<file path="src/rtl/dp_pkg.sv">
// Shared types and decode helpers for the data-processing sequencer.
package dp_pkg;

  localparam int unsigned REG_ADDR_W = 4;
  localparam int unsigned ALU_OP_W   = 3;
  localparam int unsigned SHIFT_OP_W = 2;
  localparam int unsigned PC_SEL_W   = 2;
  localparam int unsigned COND_W     = 4;
  localparam int unsigned FLAGS_W    = 4;
  localparam int unsigned OPCODE_W   = 4;
  localparam int unsigned SH_IMM_W   = 5;
  localparam int unsigned IMM32_W    = 32;

  localparam logic [REG_ADDR_W-1:0] PC_REG = 4'hF;

  // ARM data-processing opcode field
  typedef enum logic [OPCODE_W-1:0] {
    OP_AND = 4'h0, OP_EOR = 4'h1, OP_SUB = 4'h2, OP_RSB = 4'h3,
    OP_ADD = 4'h4, OP_ADC = 4'h5, OP_SBC = 4'h6, OP_RSC = 4'h7,
    OP_TST = 4'h8, OP_TEQ = 4'h9, OP_CMP = 4'hA, OP_CMN = 4'hB,
    OP_ORR = 4'hC, OP_MOV = 4'hD, OP_BIC = 4'hE, OP_MVN = 4'hF
  } opcode_e;

  // Datapath ALU operation codes
  typedef enum logic [ALU_OP_W-1:0] {
    ALU_ADD = 3'd0, ALU_SUB = 3'd1, ALU_AND = 3'd2, ALU_ORR = 3'd3, ALU_EOR = 3'd4
  } alu_op_e;

  // Barrel shifter operation codes
  typedef enum logic [SHIFT_OP_W-1:0] {
    SH_LSL = 2'd0, SH_LSR = 2'd1, SH_ASR = 2'd2, SH_ROR = 2'd3
  } shift_op_e;

  // PC load source select
  typedef enum logic [PC_SEL_W-1:0] {
    PC_SEL_SEQ = 2'd0, PC_SEL_BR = 2'd1, PC_SEL_DP = 2'd2
  } pc_sel_e;

  // ARM condition field
  typedef enum logic [COND_W-1:0] {
    COND_EQ = 4'h0, COND_NE = 4'h1, COND_CS = 4'h2, COND_CC = 4'h3,
    COND_MI = 4'h4, COND_PL = 4'h5, COND_VS = 4'h6, COND_VC = 4'h7,
    COND_HI = 4'h8, COND_LS = 4'h9, COND_GE = 4'hA, COND_LT = 4'hB,
    COND_GT = 4'hC, COND_LE = 4'hD, COND_AL = 4'hE, COND_NV = 4'hF
  } cond_e;

  // Sequencer states
  typedef enum logic [1:0] {
    ST_IDLE = 2'd0, ST_LOAD = 2'd1, ST_EXEC = 2'd2, ST_FLUSH = 2'd3
  } state_e;

  // Decoded instruction captured at the handshake
  typedef struct packed {
    logic [COND_W-1:0]     cond;
    opcode_e               opcode;
    logic                  s_bit;
    logic                  i_bit;
    logic                  reg_shift;
    logic [REG_ADDR_W-1:0] rn;
    logic [REG_ADDR_W-1:0] rd;
    logic [REG_ADDR_W-1:0] rm;
    logic [REG_ADDR_W-1:0] rs;
    shift_op_e             shift_type;
    logic [SH_IMM_W-1:0]   shift_imm;
    logic [IMM32_W-1:0]    imm32;
  } dp_instr_t;

  // Opcodes the datapath can execute
  function automatic logic op_legal(input opcode_e op);
    case (op)
      OP_ADD, OP_SUB, OP_AND, OP_ORR, OP_EOR, OP_MOV, OP_CMP, OP_TST: op_legal = 1'b1;
      default:                                                        op_legal = 1'b0;
    endcase
  endfunction

  // Opcode to ALU operation; MOV adds B to a zeroed A, compares reuse SUB/AND
  function automatic alu_op_e alu_op_of(input opcode_e op);
    case (op)
      OP_SUB, OP_CMP: alu_op_of = ALU_SUB;
      OP_AND, OP_TST: alu_op_of = ALU_AND;
      OP_ORR:         alu_op_of = ALU_ORR;
      OP_EOR:         alu_op_of = ALU_EOR;
      default:        alu_op_of = ALU_ADD;
    endcase
  endfunction

endpackage

</file>
<file path="src/rtl/cond_check.sv">
// ARM condition evaluation against NZCV; only built when DP_SEQ_COND_EN is defined.
`ifdef DP_SEQ_COND_EN
module cond_check
  import dp_pkg::*;
(
  input  logic [COND_W-1:0]  cond,
  input  logic [FLAGS_W-1:0] flags,
  output logic               pass_c
);

  logic n, z, c, v;
  assign n = flags[3];
  assign z = flags[2];
  assign c = flags[1];
  assign v = flags[0];

  // Condition truth table; NV never passes
  always_comb begin
    pass_c = 1'b0;
    case (cond_e'(cond))
      COND_EQ: pass_c = z;
      COND_NE: pass_c = ~z;
      COND_CS: pass_c = c;
      COND_CC: pass_c = ~c;
      COND_MI: pass_c = n;
      COND_PL: pass_c = ~n;
      COND_VS: pass_c = v;
      COND_VC: pass_c = ~v;
      COND_HI: pass_c = c & ~z;
      COND_LS: pass_c = ~c | z;
      COND_GE: pass_c = (n == v);
      COND_LT: pass_c = (n != v);
      COND_GT: pass_c = ~z & (n == v);
      COND_LE: pass_c = z | (n != v);
      COND_AL: pass_c = 1'b1;
      default: pass_c = 1'b0;
    endcase
  end

endmodule
`endif

</file>
<file path="src/rtl/dp_sequencer.sv">
// Multi-cycle controller for the data-processing datapath: IDLE -> LOAD -> EXEC
// (-> FLUSH on a PC write) -> IDLE, one instruction in flight.
// Define DP_SEQ_COND_EN to evaluate the condition field against flags in LOAD;
// otherwise every legal instruction executes.
module dp_sequencer
  import dp_pkg::*;
#(
  parameter int unsigned PC_W  = 11,
  parameter int unsigned IMM_W = 32
) (
  input  logic                  clk,
  input  logic                  rst,
  input  logic                  instr_valid,
  output logic                  instr_ready,
  input  logic [COND_W-1:0]     cond,
  input  logic [OPCODE_W-1:0]   opcode,
  input  logic                  s_bit,
  input  logic                  i_bit,
  input  logic                  reg_shift,
  input  logic [REG_ADDR_W-1:0] rn,
  input  logic [REG_ADDR_W-1:0] rd,
  input  logic [REG_ADDR_W-1:0] rm,
  input  logic [REG_ADDR_W-1:0] rs,
  input  logic [SHIFT_OP_W-1:0] shift_type,
  input  logic [SH_IMM_W-1:0]   shift_imm,
  input  logic [IMM32_W-1:0]    imm32,
  input  logic [FLAGS_W-1:0]    flags,
  output logic [REG_ADDR_W-1:0] A_addr,
  output logic [REG_ADDR_W-1:0] B_addr,
  output logic [REG_ADDR_W-1:0] shift_addr,
  output logic                  en_A,
  output logic                  en_B,
  output logic                  en_S,
  output logic                  sel_A,
  output logic                  sel_B,
  output logic                  sel_shift,
  output logic [SHIFT_OP_W-1:0] shift_op,
  output logic [IMM_W-1:0]      shift_imme,
  output logic [IMM_W-1:0]      imme_data,
  output logic [ALU_OP_W-1:0]   ALU_op,
  output logic [REG_ADDR_W-1:0] w_addr2,
  output logic                  w_en2,
  output logic                  en_status,
  output logic                  status_rdy,
  output logic [PC_SEL_W-1:0]   sel_pc,
  output logic                  load_pc,
  output logic                  done,
  output logic                  executed,
  output logic                  illegal
);

  state_e    state_q, state_d;
  dp_instr_t instr_q, instr_d;

  logic cond_pass_c;
  logic is_cmp_tst;
  logic wr_pc;
  logic upd_flags;
  logic unused_ok;

`ifdef DP_SEQ_COND_EN
  cond_check u_cond_check (
    .cond   (instr_q.cond),
    .flags  (flags),
    .pass_c (cond_pass_c)
  );
  assign unused_ok = ^{1'(PC_W)};
`else
  assign cond_pass_c = 1'b1;
  assign unused_ok   = ^{instr_q.cond, flags, 1'(PC_W)};
`endif

  assign is_cmp_tst = (instr_q.opcode == OP_CMP) || (instr_q.opcode == OP_TST);
  assign wr_pc      = !is_cmp_tst && (instr_q.rd == PC_REG);
  assign upd_flags  = instr_q.s_bit | is_cmp_tst;

  // State and captured-instruction registers
  always_ff @(posedge clk) begin
    if (rst) begin
      state_q <= ST_IDLE;
      instr_q <= '0;
    end else begin
      state_q <= state_d;
      instr_q <= instr_d;
    end
  end

  // Next state and datapath control decode
  always_comb begin
    state_d     = state_q;
    instr_d     = instr_q;
    instr_ready = 1'b0;
    A_addr      = '0;
    B_addr      = '0;
    shift_addr  = '0;
    en_A        = 1'b0;
    en_B        = 1'b0;
    en_S        = 1'b0;
    sel_A       = 1'b0;
    sel_B       = 1'b0;
    sel_shift   = 1'b0;
    shift_op    = '0;
    shift_imme  = '0;
    imme_data   = '0;
    ALU_op      = ALU_ADD;
    w_addr2     = '0;
    w_en2       = 1'b0;
    en_status   = 1'b0;
    status_rdy  = 1'b0;
    sel_pc      = PC_SEL_SEQ;
    load_pc     = 1'b0;
    done        = 1'b0;
    executed    = 1'b0;
    illegal     = 1'b0;

    case (state_q)
      ST_IDLE: begin
        instr_ready = 1'b1;
        if (instr_valid) begin
          instr_d.cond       = cond;
          instr_d.opcode     = opcode_e'(opcode);
          instr_d.s_bit      = s_bit;
          instr_d.i_bit      = i_bit;
          instr_d.reg_shift  = reg_shift;
          instr_d.rn         = rn;
          instr_d.rd         = rd;
          instr_d.rm         = rm;
          instr_d.rs         = rs;
          instr_d.shift_type = shift_op_e'(shift_type);
          instr_d.shift_imm  = shift_imm;
          instr_d.imm32      = imm32;
          state_d            = ST_LOAD;
        end
      end

      ST_LOAD: begin
        A_addr     = instr_q.rn;
        B_addr     = instr_q.rm;
        shift_addr = instr_q.rs;
        en_A       = 1'b1;
        en_B       = 1'b1;
        en_S       = 1'b1;
        sel_shift  = instr_q.reg_shift;
        shift_op   = instr_q.shift_type;
        shift_imme = IMM_W'(instr_q.shift_imm);
        imme_data  = IMM_W'(instr_q.imm32);
        if (!op_legal(instr_q.opcode)) begin
          illegal = 1'b1;
          state_d = ST_IDLE;
        end else if (!cond_pass_c) begin
          done    = 1'b1;
          state_d = ST_IDLE;
        end else begin
          state_d = ST_EXEC;
        end
      end

      ST_EXEC: begin
        sel_shift  = instr_q.reg_shift;
        shift_op   = instr_q.shift_type;
        shift_imme = IMM_W'(instr_q.shift_imm);
        imme_data  = IMM_W'(instr_q.imm32);
        sel_A      = (instr_q.opcode == OP_MOV);
        sel_B      = instr_q.i_bit;
        ALU_op     = alu_op_of(instr_q.opcode);
        w_addr2    = instr_q.rd;
        w_en2      = !is_cmp_tst && !wr_pc;
        en_status  = upd_flags;
        status_rdy = upd_flags;
        if (wr_pc) begin
          load_pc = 1'b1;
          sel_pc  = PC_SEL_DP;
          state_d = ST_FLUSH;
        end else begin
          done     = 1'b1;
          executed = 1'b1;
          state_d  = ST_IDLE;
        end
      end

      ST_FLUSH: begin
        done     = 1'b1;
        executed = 1'b1;
        state_d  = ST_IDLE;
      end

      default: state_d = ST_IDLE;
    endcase

    // A reset edge must not also commit a write, flag update or PC load
    if (rst) begin
      instr_ready = 1'b0;
      w_en2       = 1'b0;
      en_status   = 1'b0;
      status_rdy  = 1'b0;
      load_pc     = 1'b0;
      done        = 1'b0;
      executed    = 1'b0;
      illegal     = 1'b0;
    end
  end

endmodule

</file>
<file path="config.mk">
export PLATFORM = sky130hd
export DESIGN_NAME = dp_sequencer
export DESIGN_NICKNAME = d
export VERILOG_FILES = /design/src/rtl/dp_pkg.sv /design/src/rtl/cond_check.sv /design/src/rtl/dp_sequencer.sv
export SDC_FILE = /design/constraint.sdc
export NUM_CORES = 1
export LEC_CHECK = 0
export ABC_AREA = 1
export CAP_MARGIN = 30
export CORE_MARGIN = 4
export CORE_UTILIZATION = 42
export CTS_BUF_LIST = sky130_fd_sc_hd__clkbuf_16
export DETAILED_ROUTE_END_ITERATION = 6
export PLACE_DENSITY = 0.86
export SYNTH_ARGS = -nofsm -noshare
export SYNTH_HDL_FRONTEND = slang
export SYNTH_SLANG_ARGS = --single-unit
</file>
<file path="constraint.sdc">
create_clock -name clk -period 2.85 [get_ports clk]
set_clock_uncertainty 0.2 [all_clocks]
set_input_delay 0.855 -clock clk [delete_from_list [all_inputs] [get_ports clk]]
set_output_delay 0.855 -clock clk [all_outputs]
set_load 0.02 [all_outputs]
</file>
Yosys cells after proc, flatten, opt, wreduce, memory -nomap -nowiden
Memory sizes are Yosys's and may differ from the RTL's. A register that Yosys moved wholly into a read port is not among the register bits.
Index checks and enable logic that the tools add are counted.
Storage, ports and cells
  register bits after elaboration: 64
  memory bits (read-only): 16
  input port bits: 73
  output and inout port bits: 101
  word-level logic and storage cells: 73
  memories: 1
Operators by class
  eq/ne operators: 11
  multiplexer cells: 37
  bitwise operators: 1
  reduce and logical (&&, ||, !) cells: 11
Memories
  (name not given): depth 16, width 1, rd ports 1, clocked after memory_dff 1, write ports 0, line dp_pkg.sv:70  | case (op)
Operator list (count)
  two-way mux 32 bit: 1
  two-way mux 4 bit: 6
  equality test 4 bit, second input constant: 5
  two-way mux 1 bit: 19
  two-way mux 2 bit: 6
  case mux 3 bit (4 select lines): 1
  case mux 2 bit (4 select lines): 1
  OR reduction 2 bit: 3
  two-way mux 5 bit: 1
  equality test 2 bit, second input constant: 2
  equality test 4 x 1 -> 1 bit, second input constant: 1
  equality test 4 x 2 -> 1 bit, second input constant: 1
  zero test 4 bit: 1
  two-way mux 3 bit: 1
  equality test 2 x 1 -> 1 bit, second input constant: 1
  logical AND 1 bit: 2
  zero test 1 bit: 2
  zero test 2 bit: 1
  != test 2 bit, second input constant: 1
  case mux 1 bit (2 select lines): 1
  AND reduction 2 bit: 1
  logical OR 1 bit: 1
  OR 1 bit: 1

Longest topological paths before layout
  word-level depth: 8
  depth in mapped cells: 12

Worst setup path after synthesis
Ideal clock, no wire load.
  path kind: input to output
  from: input port rst
  to: output port status_rdy
  arrival time: 1.681 ns
  data required time: 1.795 ns
  slack: 0.114 ns
  stages: 5
  cells stage by stage: inv_1 -> buf_4 -> nand2_1 -> nor2_1 -> buf_4
On the way
  longest elaborated chain between the ends: 1
RTL lines
  start, declared: line dp_sequencer.sv:12  | input logic rst,
  two-way mux 1 bit
  end, declared: line dp_sequencer.sv:44  | output logic status_rdy,
Every way passes these cells.

Worst setup path in the final report
  from: input port rst
  to: output port status_rdy
On the way
  longest elaborated chain between the ends: 1
RTL lines
  two-way mux 1 bit: line dp_sequencer.sv:191  | if (rst) begin
Every way passes these cells.

==> implementation parameters <==
Parameter                              Value

Status
  Status    completed

Power
  Lkg Pwr    2.666 nW
  Power density of the placed cells    587.9 nW/um^2
  Worst VDD drop    0.3577 mV

Global route
  Number of global-route vias before repair    3121
  Largest net degree at the start of global routing    37
  Remaining Overflow, GRT    0
  Wire length of the first global-routing pass    13390 microns
  Antenna violations before repair    0
  Overall track demand over capacity in global routing    18.39%

Worst setup path
  Slowest stage cell, crit path    clkdlybuf4s50_1
  Worst stage delay on the critical path    0.43 ns
  Crit path launch type    input port
  Crit path cell chain    clkdlybuf4s50_1 > inv_2 > nand2_2 > nor2_2 > buf_4
  Length in cells of the worst reg-to-reg path    6
  Worst endpoint required time    1.80 ns
  Worst EP arrival    1.74 ns
  Critical path capture point    status_rdy
  Worst reg2reg endpoint    instr_q[6]
  Setup slack of the most critical reg-to-reg path    1.17 ns
  Critical path class    in -> out
  Kind of capture point of the worst setup path    output port
  Critical register-to-register path startpoint    state_q[0]
  Worst-path maximum fanout    3
  Worst setup path start    rst

Die
  I/O pins    174
  Chip height    95.57 microns
  Die Width    95.57 microns
  Full die area    9133 sq um
  Rows    31
  Initial core utilization    43.70%
  Area inside the core boundary    7370 sq um

Finish
  # nets final    703
  Final non-filler cell total    728
  Total of fill cells in the finished design    635
  Area of all placed cells without fillers    4886 sq um
  ANT cells    0
  Layout cell share with drive strength beyond 1    12.88%
  Synth-to-layout area growth    51.71%

Clock tree
  TritonCTS clock tree    yes
  Maximum level of the CTS H-tree    3
  Worst-path clk slew    0.05 ns
  Max Root-Sink Buffers    2
  # hold bufs at CTS    0
  Clk_lat worst skew    0.31 ns
  Buffer cell driving the clock tree root    clkbuf_16
  Cts bufs inserted    9
  Number of clock sinks seen by CTS    65

STA
  Number of failing setup endpoints in the final timing report    0
  Worst setup margin    0.05445 ns
  Final Cycle Share    98.09%
  Minimum period implied by the final worst setup slack    2.796 ns
  Tightest hold margin    0.2790 ns
  Number of hold violations in the final report    0
  RSZ-0062 raised after global routing    false
  Number of max-slew violations in the final report    0
  Max frequency    357.7 MHz
  Sum Neg Setup Slack    0 ns

Place
  Worst setup timing slack at the placement stage    -0.5717 ns
  Placed cell count    710
  Cell area reported after detailed placement    4554 sq um
  Port-buffer cells    137
  Post-DP HPWL    6420 microns
  Global placement routability congestion    0.7722

Hold path
  Hold crit path type    reg -> reg

Synthesis
  Most used flip-flop cell after synthesis    dfxtp_1
  Seq/Total Area, Yosys    40.40%
  Count leader, synth    nor2_1
  Post-synthesis cell count    493
  Number of flops mapped to enable cells by yosys    0
  Area fraction of the dominant cell type after synthesis    40.40%
  Leading post-synthesis cells by instance count    129 x nor2_1, 85 x nand2_1, 72 x inv_1
  Post-synthesis area per instance    6.533 sq um
  Async set-reset flop share out of synthesis    0%
  Synth Warn #    0
  Top cells by area in the synthesized netlist    dfxtp_1 40%, nor2_1 15%, nand2_1 9.9%
  Synth area leader    dfxtp_1
  Unique cell type count in the Yosys netlist    23
  Netlist Area Pre-Place    3221 sq um
  Post-synthesis sequential element count    65

Detailed routing
  Detailed Routing Iterations Pass 1    4
  Routed vias/inst    4.459
  Total length of routed wires    8551 microns
  Final antenna-violating net count    0
  Total vias in the final route    3246
  DR iter-0 viols    107
  DR WL/cell    11.75 microns
  DRC viols    0

Run
  Reported max-cap violation count    0
==> sequential cells by signal, summed over array words and instances (netlist names), named ones only <==
signal   count
state_q      2
instr_q     62
==> repair_timing <==
item                                    4_1_cts  5_1_grt
setup buffers                                 0        2
pin swaps                                     0        1
cloned                                        0        1
endpoints found under the setup margin       70       52
resized for setup                           169       18
==> area by class of cell <==
class / instances / area [sq um] / area share, %
clock inverters: 6 / 76.32 / 1.562
repair buffers: 152 / 1491 / 30.52
inverters: 73 / 275.3 / 5.634
well taps: 99 / 123.9 / 2.535
multi-input cells: 324 / 1393 / 28.50
flip-flops and latches: 65 / 1301 / 26.63
clock buffers: 9 / 225.2 / 4.609
==> cells in the final DEF (no fill, tap or decap), types with 3 or more instances in the layout <==
| cell | count |
|---|---|
| dlymetal6s2s_1 | 3 |
| a21oi_1 | 5 |
| buf_4 | 17 |
| nand3_1 | 6 |
| nor2_2 | 3 |
| clkdlybuf4s50_1 | 64 |
| o21ai_0 | 56 |
| ha_1 | 4 |
| clkbuf_16 | 10 |
| clkdlybuf4s15_1 | 3 |
| clkbuf_2 | 5 |
| inv_1 | 73 |
| buf_2 | 3 |
| dlygate4sd2_1 | 23 |
| conb_1 | 28 |
| nand2_1 | 84 |
| o21ai_1 | 3 |
| dfxtp_1 | 65 |
| nor2_1 | 127 |
| clkdlybuf4s15_2 | 31 |
==> how the worst min path moves through the flow <==
stage / startpoint / endpoint / slack (ns) / cells past startpoint
after floorplan: instr_q[31] / instr_q[31] / 0.25 / 2
after global placement: instr_q[32] / instr_q[32] / 0.26 / 2
after detailed placement: instr_q[56] / instr_q[56] / 0.27 / 2
after CTS: instr_q[56] / instr_q[56] / 0.28 / 2
after global routing: instr_q[32] / instr_q[32] / 0.29 / 2
final: instr_q[56] / instr_q[56] / 0.28 / 2
==> power breakdown <==
part           total [mW]  internal (mW)  switching (mW)
clock                1.11          0.749           0.357
sequential           1.06           1.01          0.0527
combinational       0.704          0.301           0.403
==> worst max-delay path: cells and delay by family <==
family | cells | cell delay [ns]
AND/OR/NAND/NOR | 2 | 0.21
buffers and inverters | 3 | 0.68
==> metrics by stage <==
| step | util [%] | power [mW] |
|---|---|---|
| floorplan | - | 1.524 |
| global placement | 61.80 | 1.766 |
| detailed placement | 61.80 | 1.789 |
| CTS | 65.67 | 2.882 |
| global route | 66.30 | 3.035 |
| finish | 66.30 | 2.873 |
==> routing by layer <==
metal / global-route usage (%) / vias up / share of wire (%)
met5: 0 / - / 0
met4: 7.464 / 0 / 1.1
met3: 5.683 / 8 / 8.4
met2: 33.64 / 107 / 51
met1: 19.41 / 1451 / 40
li1: - / 1680 / -
==> cells by family (layout without fill, tap and decap cells) <==
group,Yosys count,in the layout,share of synthesized area [%]
and+or+nand+nor,227,227,27.31
adders and majority gates,5,5,1.943
AOI/OAI and AO/OA,64,64,9.945
buffers and inverters,131,240,20.28
other,1,28,0.1164
DFF,65,65,40.40
Power figures use the tool's default switching activity.
